==> src/rtl/park_pkg.sv <==
// Shared timing helper and release-FSM state encoding for the parking-slot input path.
// Used by park_button_conditioner (PARK_BTN_LONGPRESS_EN selects long-press release) and the slot controller.
package park_pkg;

  typedef enum logic [1:0] {
    IDLE    = 2'd0,
    HOLDING = 2'd1,
    FIRED   = 2'd2
  } rel_state_e;

  function automatic int unsigned ms_to_cycles(input int unsigned clk_hz, input int unsigned ms);
    return clk_hz / 32'd1000 * ms;
  endfunction

endpackage

==> src/rtl/park_debounce.sv <==
// Two-flop synchroniser followed by a saturating-counter debouncer for one raw push-button.
module park_debounce
  import park_pkg::*;
#(
  parameter int unsigned DB_CYCLES = 4
) (
  input  logic clk,
  input  logic reset_n,
  input  logic raw_in,
  output logic level_out
);

  localparam int unsigned CNT_W = $clog2(DB_CYCLES) + 1;
  localparam logic [CNT_W-1:0] CNT_LAST = CNT_W'(DB_CYCLES - 1);
  localparam logic [CNT_W-1:0] CNT_MAX  = '1;

  logic             sync1_q, sync1_d;
  logic             sync2_q, sync2_d;
  logic             level_q, level_d;
  logic [CNT_W-1:0] cnt_q, cnt_d;

  // Counter only runs while the synchronised input disagrees with the accepted level.
  always_comb begin
    sync1_d = raw_in;
    sync2_d = sync1_q;
    level_d = level_q;
    cnt_d   = cnt_q;
    if (sync2_q == level_q) begin
      cnt_d = '0;
    end else if (cnt_q >= CNT_LAST) begin
      level_d = ~level_q;
      cnt_d   = '0;
    end else if (cnt_q != CNT_MAX) begin
      cnt_d = cnt_q + CNT_W'(1);
    end
  end

  always_ff @(posedge clk) begin
    if (!reset_n) begin
      sync1_q <= 1'b0;
      sync2_q <= 1'b0;
      level_q <= 1'b0;
      cnt_q   <= '0;
    end else begin
      sync1_q <= sync1_d;
      sync2_q <= sync2_d;
      level_q <= level_d;
      cnt_q   <= cnt_d;
    end
  end

  assign level_out = level_q;

endmodule

==> src/rtl/park_button_conditioner.sv <==
// Debounced reserve/release command pulses for the parking-slot controller.
// PARK_BTN_LONGPRESS_EN: release needs a long press (HOLD_MS); otherwise it fires like reserve.
module park_button_conditioner
  import park_pkg::*;
#(
  parameter int unsigned CLK_HZ      = 27_000_000,
  parameter int unsigned DEBOUNCE_MS = 20,
  parameter int unsigned HOLD_MS     = 2000
) (
  input  logic clk,
  input  logic reset_n,
  input  logic reserve_btn_raw,
  input  logic release_btn_raw,
  output logic reserve_pulse,
  output logic release_pulse,
  output logic reserve_level,
  output logic release_armed
);

  localparam int unsigned DB_CYCLES   = ms_to_cycles(CLK_HZ, DEBOUNCE_MS);
  localparam int unsigned HOLD_CYCLES = ms_to_cycles(CLK_HZ, HOLD_MS);

  if (DB_CYCLES == 0 || HOLD_CYCLES == 0) begin : g_cfg_check
    $error("park_button_conditioner: debounce and hold times must be at least one cycle");
  end

  logic rsv_level, rel_level, rsv_rise, rel_rise, lockout;
  logic rsv_prev_q, rsv_prev_d, rel_prev_q, rel_prev_d;
  logic rsv_pulse_q, rsv_pulse_d, rel_pulse_q, rel_pulse_d;
  logic armed_q, armed_d;

  park_debounce #(.DB_CYCLES(DB_CYCLES)) u_rsv_db (
    .clk      (clk),
    .reset_n  (reset_n),
    .raw_in   (reserve_btn_raw),
    .level_out(rsv_level)
  );

  park_debounce #(.DB_CYCLES(DB_CYCLES)) u_rel_db (
    .clk      (clk),
    .reset_n  (reset_n),
    .raw_in   (release_btn_raw),
    .level_out(rel_level)
  );

  assign rsv_rise = rsv_level & ~rsv_prev_q;
  assign rel_rise = rel_level & ~rel_prev_q;

`ifdef PARK_BTN_LONGPRESS_EN
  localparam int unsigned HOLD_W = $clog2(HOLD_CYCLES) + 1;
  localparam logic [HOLD_W-1:0] HOLD_LAST = HOLD_W'(HOLD_CYCLES - 1);

  rel_state_e        state_q, state_d;
  logic [HOLD_W-1:0] hold_q, hold_d;

  // Letting go wins over reaching the hold target in the same cycle.
  always_comb begin
    state_d     = state_q;
    hold_d      = hold_q;
    rel_pulse_d = 1'b0;
    case (state_q)
      IDLE: begin
        if (rel_rise) begin
          state_d = HOLDING;
          hold_d  = '0;
        end
      end
      HOLDING: begin
        if (!rel_level) begin
          state_d = IDLE;
        end else if (hold_q >= HOLD_LAST) begin
          state_d     = FIRED;
          rel_pulse_d = 1'b1;
        end else begin
          hold_d = hold_q + HOLD_W'(1);
        end
      end
      FIRED: begin
        if (!rel_level) state_d = IDLE;
      end
      default: state_d = IDLE;
    endcase
    lockout = (state_d != IDLE);
    armed_d = (state_d == HOLDING);
  end

  always_ff @(posedge clk) begin
    if (!reset_n) begin
      state_q <= IDLE;
      hold_q  <= '0;
    end else begin
      state_q <= state_d;
      hold_q  <= hold_d;
    end
  end
`else
  always_comb begin
    rel_pulse_d = rel_rise;
    lockout     = rel_level;
    armed_d     = 1'b0;
  end
`endif

  // Reserve is dropped, not deferred, when locked out or colliding with release.
  always_comb begin
    rsv_prev_d  = rsv_level;
    rel_prev_d  = rel_level;
    rsv_pulse_d = rsv_rise & ~lockout & ~rel_pulse_d;
  end

  always_ff @(posedge clk) begin
    if (!reset_n) begin
      rsv_prev_q  <= 1'b0;
      rel_prev_q  <= 1'b0;
      rsv_pulse_q <= 1'b0;
      rel_pulse_q <= 1'b0;
      armed_q     <= 1'b0;
    end else begin
      rsv_prev_q  <= rsv_prev_d;
      rel_prev_q  <= rel_prev_d;
      rsv_pulse_q <= rsv_pulse_d;
      rel_pulse_q <= rel_pulse_d;
      armed_q     <= armed_d;
    end
  end

  assign reserve_pulse = rsv_pulse_q;
  assign release_pulse = rel_pulse_q;
  assign reserve_level = rsv_level;
  assign release_armed = armed_q;

endmodule
==> config.mk <==
export PLATFORM = sky130hd
export DESIGN_NAME = park_button_conditioner
export DESIGN_NICKNAME = d
export VERILOG_FILES = /design/src/rtl/park_pkg.sv /design/src/rtl/park_debounce.sv /design/src/rtl/park_button_conditioner.sv
export SDC_FILE = /design/constraint.sdc
export NUM_CORES = 1
export LEC_CHECK = 0
export ABC_AREA = 1
export CAP_MARGIN = 20
export CORE_MARGIN = 5
export CORE_UTILIZATION = 55
export DETAILED_ROUTE_END_ITERATION = 12
export PLACE_DENSITY = 0.75
export REMOVE_ABC_BUFFERS = 1
export SYNTH_ARGS = -nofsm -noshare
export SYNTH_HDL_FRONTEND = slang
export SYNTH_HIERARCHICAL = 1
export SYNTH_SLANG_ARGS = --single-unit
==> constraint.sdc <==
create_clock -name clk -period 1.45 [get_ports clk]
set_input_delay 0.2175 -clock clk [delete_from_list [all_inputs] [get_ports clk]]
set_output_delay 0.2175 -clock clk [all_outputs]
set_load 0.01 [all_outputs]
==> impl_metrics.csv, run 1 <==
group,metric,value,unit
final_layout,syn2layout_area_growth,36.2,%
global_routing,grt_usage,20.3,%
worst_setup_path,endpoint,"u_rsv_db/cnt_q[12]$_SDFFE_PP0P_",
timing,post-route-min-period,1.56,ns
cts,cts_buffers,5,
detailed_routing,vias_per_cell,5.16,
cts,clkSinkCount,52,
final_layout,drive_gt1_share,37.8,%
synth,yosys_warnings,6,
worst_setup_path,cp_max_fo,5,
detailed_routing,ant_nets,0,
timing,rsz0062_at_grt,"yes",
worst_setup_path,r2r_end,"u_rsv_db/cnt_q[12]$_SDFFE_PP0P_",
synth,synth_cell_type_count,23,
timing,max_freq,640,MHz
power,cellPowerDensity,617,nW/um^2
timing,slew_viol_final,0,
global_routing,antenna_found_initial,0,
worst_setup_path,criticalPathCategory,"reg -> reg",
cts,cts_tree,"done",
timing,setup_viol,40,
timing,final.setup_skew,0.00479,ns
worst_setup_path,cpPeakStageDelay,0.34,ns
worst_setup_path,r2r_slack,-0.11,ns
power,total_power,2.47,mW
status,status,"finished with violations",
worst_setup_path,required,1.65,ns
cts,worst_skew_pair.late_latency,0.31,ns
detailed_routing,dr.pass1.iters,5,
timing,hold_viol_final,0,
worst_setup_path,start_kind,"flop",
cts,clk_path_buf_depth,2,
worst_setup_path,startpoint,"u_rsv_db/cnt_q[7]$_SDFFE_PP0P_",
power,p_seq_share,58.5,%
floorplan,die_h,83.1,um
synth,ys_seq_area_share,35.4,%
worst_setup_path,worstRegToRegCells,10,
power,switching_power,0.566,mW
timing,fin_crit_sh,108,%
final_layout,nNetsFinal,516,
detailed_routing,drc_errors,0,
synth,ys_seq_elements,52,
floorplan,dieArea,6900,um^2
worst_setup_path,path_cells,"inv_1, nand2_1, nor2_2, nand3_2, nor2_2, nor2_2, nand4_1, buf_6, clkbuf_16, nor2_2",
timing,whs,0.390,ns
cts,clockRootBuffer,"clkbuf_8",
global_routing,grt_overflow,0,
power,clkPwrFrac,35.3,%
hold_path,hp-class,"reg -> reg",
worst_setup_path,crit_top_cell,"nor2_2",
floorplan,design.core.area,5140,um^2
power,p_leak,1.58,nW
power,swShare,22.9,%
placed_design,gp_congestion,0.953,
cts,cts.clk_slew.worst_paths,0.09,ns
worst_setup_path,rr_startpoint,"u_rsv_db/cnt_q[7]$_SDFFE_PP0P_",
placed_design,io_buffers,6,
status,violations,"setup timing",
synth,synth_top_area_share,35.4,%
final_layout,diodes,0,
synth,synth_area,2940,um^2
worst_setup_path,slowest_stage,"dfxtp_1",
final_layout,post-route-util,77.8,%
synth,synth_top_area_cell,"dfxtp_1",
floorplan,rows,26,
detailed_routing,vias,2996,
synth,avgSynthCellArea,6.63,um^2
floorplan,ios,8,
worst_setup_path,end_kind,"flop",
job,cap_violations,0,
timing,setup_slack,-0.113,ns
power,p_comb_share,6.1,%
cts,htree_levels,2,
detailed_routing,wl_per_cell,13.9,um
final_layout,fin_cells,581,
detailed_routing,wl,8.06,mm
placed_design,placed_cells,549,
global_routing,grt_max_degree,21,
floorplan,die_w,83.1,um
global_routing,first_global_vias,2593,
placed_design,dpl.hpwl,4.53,mm
synth,syn_inst,443,
detailed_routing,first_iter_violations,308,
final_layout,fill_cells,361,
floorplan,initial_core_util,57.2,%
global_routing,grt_pass1_wl,11.8,mm
worst_setup_path,arrival,1.77,ns
synth,synth_area_leaders,"dfxtp_1 35%, nor2_1 15%, nand2_1 14%",
power,vdd_drop_max,0.567,mV
power,power.internal,1.90,mW
==> synth_stat cells <==
cell      number
nor2_1       116
nor3_2         2
clkinv_4       2
xnor2_1       10
inv_2          2
a21oi_1        4
buf_6          2
xor2_1        22
nand3_2        2
dfxtp_1       52
nor3_1         2
nor2_4         4
nand2_2        2
nand4_1        8
nor2_2        24
nand3_1       24
nand2_4        2
inv_1         42
buf_8          2
ha_1           2
nand2_1      111
conb_1         3
buf_4          3
==> layout by cell type, fill, tap and decap left out, types with 5 or more instances in the layout <==
cell type        synthesis  layout
clkdlybuf4s50_1          0       5
xnor2_1                 10      10
dfxtp_4                  0       7
clkbuf_8                 0       6
nor2_1                 116      84
nand3_1                 24      16
nand4_1                  8       8
buf_4                    3      46
nand2_1                111     101
dfxtp_1                 52      24
buf_6                    2       8
nand2_2                  2      12
xor2_1                  22      22
nand3_2                  2       8
inv_2                    2       5
dfxtp_2                  0      21
nor2_2                  24      49
nor2_4                   4      11
inv_1                   42      38
==> state kept, by name, summed over array words and instances, names as in the netlist <==
signal              count
u_rel_db/cnt_q         21
u_rsv_db/cnt_q         21
rel_prev_q              1
release_pulse           1
reserve_pulse           1
rsv_prev_q              1
u_rel_db/level_out      1
u_rel_db/sync1_q        1
u_rel_db/sync2_q        1
u_rsv_db/level_out      1
u_rsv_db/sync1_q        1
u_rsv_db/sync2_q        1
==> worst max-delay path, delay by kind of cell, from the launching register on <==
| kind | cells | cell delay, ns |
|---|---|---|
| simple gates | 7 | 0.67 |
| flops | 1 | 0.34 |
| buf+inv | 3 | 0.45 |
==> metrics by stage <==
| stage | setup TNS (ns) | setup slack [ns] | cell area [um^2] |
|---|---|---|---|
| 2_1_floorplan | -19.51 | -0.493 | 2860 |
| 3_5_place_dp | -0.452 | -0.0470 | 3310 |
| 5_1_grt | -5.94 | -0.176 | 4000 |
| 6_report | -2.55 | -0.113 | 4000 |
| 3_3_place_gp | 0 | 0.00396 | 3310 |
| 4_1_cts | -0.160 | -0.0198 | 3580 |
==> worst min path at each step <==
stage | startpoint | cells after the start | slack, ns | endpoint
final | rel_prev_q$_SDFF_PN0_ | 1 | 0.39 | release_pulse$_SDFF_PN0_
after global routing | rel_prev_q$_SDFF_PN0_ | 1 | 0.41 | release_pulse$_SDFF_PN0_
after CTS | rel_prev_q$_SDFF_PN0_ | 1 | 0.39 | release_pulse$_SDFF_PN0_
after detailed placement | rel_prev_q$_SDFF_PN0_ | 1 | 0.38 | release_pulse$_SDFF_PN0_
after global placement | rel_prev_q$_SDFF_PN0_ | 1 | 0.37 | release_pulse$_SDFF_PN0_
after floorplan | reset_n | 2 | 0.31 | u_rel_db/sync1_q$_SDFF_PN0_
==> metal layers <==
metal	vias up	global-route usage, %	part of all wire, %
met4	0	4.75	2.2
met3	23	4.55	6.9
met2	119	32.1	45
met1	1377	28.2	45
li1	1477	-	-
met5	-	0	0
==> timing repair <==
item | 4_1_cts | 5_1_grt
cloned | 2 | 4
resized for setup | 32 | 84
buffers inserted | 4 | 14
hold buffers | 0 | 0
pin swaps | 6 | 17
endpoints found under the setup margin | 41 | 42
==> power by group through the flow <==
stage / Clock, mW / Sequential, mW / Combinational (mW)
after floorplan: 0 / 1.49 / 0.0429
after global placement: 0 / 1.49 / 0.0949
after detailed placement: 0 / 1.49 / 0.0962
after CTS: 0.893 / 1.46 / 0.116
after global routing: 0.944 / 1.45 / 0.165
final: 0.873 / 1.45 / 0.152
==> kinds of logic after synthesis <==
family | Yosys count | share of synthesized area, %
DFF | 52 | 35.4
AOI/OAI and AO/OA | 4 | 0.681
and+or+nand+nor | 297 | 44.3
xor gates and xnor gates | 32 | 9.54
other | 3 | 0.383
adders and majority gates | 2 | 0.852
buffers and inverters | 53 | 8.77
==> area by class of cell <==
cell class	instances	area (um^2)	share of cell area (%)
flip-flops and latches	52	1090	27.3
repair buffers	67	664	16.6
inverters	46	193	4.82
multi-input cells	338	1870	46.7
clock buffers	7	86.3	2.16
clock inverters	1	7.51	0.188
well taps	70	87.6	2.19
Note: power is estimated with default switching activity, not from simulation.
==> run 2: changes to the inputs <==
Settings changed: CORE_MARGIN 5 to not set.
==> impl_metrics.csv, run 2 (same netlist as run 1, synthesis figures left out) <==
group,metric,value,unit
cts,cts_hold_buf,0,
final_layout,multi_input_area,1860,um^2
final_layout,final_cell_mix,"106 x nand2_1, 86 x nor2_1, 43 x nor2_2",
final_layout,nNetsFinal,501,
cts,clkSinkCount,52,
worst_setup_path,worstRegToRegCells,10,
power,p_leak,1.50,nW
power,vdd_drop_max,0.469,mV
floorplan,initial_core_util,57.2,%
detailed_routing,wl_per_cell,12.8,um
worst_setup_path,criticalPathCategory,"reg -> reg",
power,cellPowerDensity,638,nW/um^2
floorplan,die_h,75.1,um
final_layout,layout_commonest_cell,"nand2_1",
floorplan,design.core.area,5140,um^2
detailed_routing,drc_errors,0,
status,violations,"setup timing",
worst_setup_path,start_kind,"flop",
cts,htree_levels,2,
global_routing,grt_pass1_wl,10.4,mm
cts,clk_path_buf_depth,2,
worst_setup_path,r2r_slack,-0.1,ns
power,clkPwrFrac,35.2,%
worst_setup_path,r2r_end,"u_rel_db/cnt_q[3]$_SDFFE_PP0P_",
floorplan,dieArea,5640,um^2
floorplan,die_w,75.1,um
global_routing,grt_usage,24.3,%
worst_setup_path,rr_startpoint,"u_rel_db/cnt_q[1]$_SDFFE_PP0P_",
final_layout,drive_gt1_share,33.5,%
detailed_routing,dr.pass1.iters,5,
floorplan,rows,26,
timing,rsz0062_at_grt,"yes",
worst_setup_path,cp_max_fo,5,
timing,whs,0.400,ns
timing,hold_viol_final,0,
hold_path,hp-class,"reg -> reg",
cts,clockRootBuffer,"clkbuf_8",
worst_setup_path,arrival,1.75,ns
cts,cts_tree,"done",
worst_setup_path,slowest_stage,"dfxtp_2",
detailed_routing,ant_nets,0,
final_layout,diodes,0,
floorplan,ios,8,
status,status,"finished with violations",
timing,setup_slack,-0.0980,ns
worst_setup_path,path_cells,"buf_6, nand3_4, nor2_4, nand3_2, nand3_2, nand2_2, nand4_1, buf_4, clkbuf_16, nor2_4",
timing,max_freq,646,MHz
final_layout,syn2layout_area_growth,30.0,%
global_routing,antenna_found_initial,0,
worst_setup_path,end_kind,"flop",
power,p_comb_share,5.2,%
placed_design,io_buffers,6,
timing,setup_viol,25,
power,total_power,2.44,mW
timing,setup_tns,-1.14,ns
timing,slew_viol_final,0,
placed_design,gp_congestion,0.927,
cts,cts_buffers,5,
placed_design,dpl.hpwl,4.65,mm
global_routing,first_global_vias,2311,
power,swShare,22.6,%
cts,cts.clk_slew.worst_paths,0.09,ns
detailed_routing,first_iter_violations,262,
timing,fin_crit_sh,107,%
detailed_routing,vias,2836,
global_routing,grt_overflow,0,
timing,final.setup_skew,0.0108,ns
final_layout,reg_top3,"u_rel_db/cnt_q: 21 flops, u_rsv_db/cnt_q: 21 flops",
job,cap_violations,0,
power,switching_power,0.551,mW
hold_path,min-delay-start,"rel_prev_q$_SDFF_PN0_",
worst_setup_path,required,1.65,ns
final_layout,regArea,1080,um^2
timing,post-route-min-period,1.55,ns
cts,worst_skew_pair.late_latency,0.31,ns
worst_setup_path,cpPeakStageDelay,0.37,ns
detailed_routing,wl,7.26,mm
power,power.internal,1.89,mW
hold_path,hold_depth,1,
final_layout,fill_cells,391,
detailed_routing,vias_per_cell,5.01,
global_routing,grt_max_degree,21,
power,p_seq_share,59.6,%
hold_path,min_to,"release_pulse$_SDFF_PN0_",
==> run 2: worst max path at each step <==
| stage | depth (start not counted) | slack (ns) | startpoint | to |
|---|---|---|---|---|
| floorplan | 8 | -0.49 | u_rel_db/cnt_q[0]$_SDFFE_PP0P_ | u_rel_db/cnt_q[0]$_SDFFE_PP0P_ |
| global placement | 8 | 0.01 | u_rel_db/cnt_q[5]$_SDFFE_PP0P_ | u_rel_db/cnt_q[9]$_SDFFE_PP0P_ |
| detailed placement | 9 | -0.03 | u_rsv_db/cnt_q[0]$_SDFFE_PP0P_ | u_rsv_db/cnt_q[16]$_SDFFE_PP0P_ |
| CTS | 9 | -0.03 | u_rsv_db/cnt_q[1]$_SDFFE_PP0P_ | u_rsv_db/cnt_q[0]$_SDFFE_PP0P_ |
| global route | 10 | -0.17 | u_rel_db/cnt_q[4]$_SDFFE_PP0P_ | u_rel_db/cnt_q[17]$_SDFFE_PP0P_ |
| finish | 10 | -0.1 | u_rel_db/cnt_q[1]$_SDFFE_PP0P_ | u_rel_db/cnt_q[3]$_SDFFE_PP0P_ |
==> run 2: power by group through the flow <==
stage,logic (mW),registers (mW),clock network [mW]
global route,0.139,1.46,0.936
floorplan,0.0429,1.49,0
CTS,0.0978,1.46,0.887
detailed placement,0.0971,1.49,0
finish,0.127,1.45,0.858
global placement,0.0940,1.49,0
==> run 2: what timing repair did <==
| item | 4_1_cts | 5_1_grt |
|---|---|---|
| endpoints found under the hold margin | 0 | 0 |
| cloned | 0 | 3 |
| gates resized for setup | 7 | 89 |
| pin swaps | 0 | 17 |
| setup buffers | 0 | 10 |
| endpoints found under the setup margin | 33 | 43 |
==> run 2: area by class of cell <==
type                       instances  share of cell area, %
sequential                        52                   28.2
inverter                          46                   5.18
timing repair buffer              52                   13.1
tap                               70                   2.29
multi-input combinational        338                   48.8
clock inverter                     2                  0.262
clock buffer                       6                   2.16
==> run 2: critical path: cells and delay by family, from the launching register on <==
kind / cells / cell delay, ns
buffers and inverters: 3 / 0.45
flip-flops: 1 / 0.37
AND/OR/NAND/NOR: 7 / 0.63
==> run 2: metrics by stage <==
stage               worst slack, ns  utilization [%]  cells  instance area (um^2)
finish                      -0.0980             74.3    566                  3820
global route                 -0.173             74.3    566                  3820
CTS                         -0.0305             66.3    553                  3410
global placement             0.0143             63.9    545                  3280
detailed placement          -0.0307             63.9    545                  3280
floorplan                    -0.493                -    436                  2860
==> run 2: metal layers <==
metal	track usage, %	vias up	wire, um
li1	-	1444	-
met3	4.02	12	463
met4	5.03	0	85
met5	0	-	0
met2	36.9	99	3360
met1	36.0	1281	3350
==> run 3: changes to the inputs <==
Settings changed: GPL_TIMING_DRIVEN set to 0.
==> impl_metrics.csv, run 3 (same netlist as run 1, synthesis figures left out) <==
group,metric,value,unit
status,status,"finished with violations",
status,violations,"setup timing",
detailed_routing,wl_per_cell,16.1,um
power,total_power,2.66,mW
worst_setup_path,path_cells,"buf_4, nand3_4, buf_4, nor3_2, nand3_1, nand2_1, nand2_1, nor2_1, nor2_4",
final_layout,diodes,0,
global_routing,grt_util_met3,5.76,%
final_layout,fill_cells,345,
timing,post-route-min-period,1.73,ns
detailed_routing,drc_errors,0,
timing,setup_viol,42,
worst_setup_path,end_kind,"flop",
detailed_routing,vias_per_cell,5.53,
final_layout,drive_gt1_share,31.8,%
timing,max_freq,576,MHz
power,vdd_drop_max,0.468,mV
placed_design,pre_cts_ws,-0.751,ns
floorplan,ios,8,
detailed_routing,dr.pass1.iters,6,
worst_setup_path,required,1.67,ns
global_routing,use_met2,42.8,%
worst_setup_path,cpPeakStageDelay,0.38,ns
timing,final.setup_skew,0.0143,ns
cts,clk_path_buf_depth,2,
final_layout,final_cell_mix,"103 x nand2_1, 100 x nor2_1, 40 x inv_1",
power,cellPowerDensity,685,nW/um^2
cts,clkSinkCount,52,
global_routing,grt_overflow,0,
timing,setup_slack,-0.285,ns
detailed_routing,ant_nets,0,
worst_setup_path,start_kind,"flop",
placed_design,dpl.hpwl,4.21,mm
worst_setup_path,arrival,1.95,ns
timing,hold_viol_final,0,
final_layout,nNetsFinal,496,
power,p_leak,1.50,nW
worst_setup_path,cpLargestDelayFamily,"simple AND/OR/NAND/NOR gates",
global_routing,grt_max_degree,20,
floorplan,die_w,75.1,um
final_layout,reg_top3,"u_rel_db/cnt_q: 21 flops, u_rsv_db/cnt_q: 21 flops",
final_layout,syn2layout_area_growth,32.1,%
floorplan,design.core.area,5140,um^2
timing,setup_tns,-6.80,ns
floorplan,die_h,75.1,um
global_routing,first_global_vias,2498,
placed_design,io_buffers,6,
cts,clockRootBuffer,"clkbuf_8",
cts,cts.clk_slew.worst_paths,0.10,ns
timing,rsz0062_at_grt,"yes",
floorplan,rows,26,
worst_setup_path,cp_max_fo,5,
global_routing,antenna_found_initial,0,
placed_design,gp_congestion,0.936,
global_routing,grt_util_met1,35.6,%
placed_design,post_dp_cell_area,3040,um^2
hold_path,hp-class,"reg -> reg",
timing,slew_viol_final,0,
floorplan,initial_core_util,57.2,%
cts,cts_buffers,5,
global_routing,grt_pass1_wl,11.3,mm
final_layout,final_area,3880,um^2
worst_setup_path,path_buf_inv,2,
worst_setup_path,slowest_stage,"dfxtp_4",
cts,worst_skew_pair.late_latency,0.32,ns
detailed_routing,vias,3102,
global_routing,top_usage_layer,"met2",
worst_setup_path,criticalPathCategory,"reg -> reg",
global_routing,grt_usage,26.5,%
timing,whs,0.395,ns
cts,htree_levels,2,
cts,cts_tree,"done",
detailed_routing,first_iter_violations,474,
timing,fin_crit_sh,120,%
detailed_routing,wl,9.04,mm
floorplan,dieArea,5640,um^2
job,cap_violations,0,
final_layout,layout_commonest_cell,"nand2_1",
run 3: worst register-to-register path: cells and delay by family (launching register included):
| kind | cells | cell delay (ns) |
|---|---|---|
| buffers and inverters | 2 | 0.30 |
| flip-flops | 1 | 0.38 |
| AND/OR/NAND/NOR | 7 | 0.96 |
run 3: through the flow:
step           util, %  cells
6_report          75.5    561
5_1_grt           75.5    561
4_1_cts           69.1    544
3_5_place_dp      59.2    514
3_3_place_gp      58.6    512
2_1_floorplan        -    436
run 3: report_power, final:
part | internal, mW | leakage (nW) | total (mW) | switching (mW)
clock network | 0.524 | 0.0600 | 1.05 | 0.531
logic | 0.0809 | 0.997 | 0.153 | 0.0719
registers | 1.44 | 0.438 | 1.45 | 0.0139
total | 2.04 | 1.50 | 2.66 | 0.616
run 3: layout make-up:
class / count / area (um^2) / area share, %
Multi-Input combinational cell: 338 / 1830 / 47.3
Timing Repair Buffer: 45 / 524 / 13.5
Timing Repair inverter: 2 / 25.0 / 0.645
Clock buffer: 5 / 68.8 / 1.77
Inverter: 46 / 203 / 5.22
Tap cell: 70 / 87.6 / 2.26
Clock inverter: 3 / 46.3 / 1.19
Sequential cell: 52 / 1090 / 28.1
run 3: layer usage:
layer | routed length (um) | part of all wire (%)
met1 | 3680 | 41
met2 | 4110 | 45
met3 | 824 | 9.1
met5 | 0 | 0
met4 | 437 | 4.8
run 3: what timing repair did:
item,4_1_cts,5_1_grt
cloned,3,3
pin swaps,13,14
hold buffers,0,0
resized for setup,49,56
buffers inserted,20,14
setup endpoints to repair,43,42
run 3: worst paths after layout:
| path | start | endpoint | slack [ns] | depth (start not counted) |
|---|---|---|---|---|
| max reg2reg | u_rsv_db/cnt_q[1]$_SDFFE_PP0P_ | u_rsv_db/cnt_q[15]$_SDFFE_PP0P_ | -0.28 | 9 |
| min reg2reg | rel_prev_q$_SDFF_PN0_ | release_pulse$_SDFF_PN0_ | 0.39 | 1 |
| min | rel_prev_q$_SDFF_PN0_ | release_pulse$_SDFF_PN0_ | 0.39 | 1 |
| max | u_rsv_db/cnt_q[1]$_SDFFE_PP0P_ | u_rsv_db/cnt_q[15]$_SDFFE_PP0P_ | -0.28 | 9 |
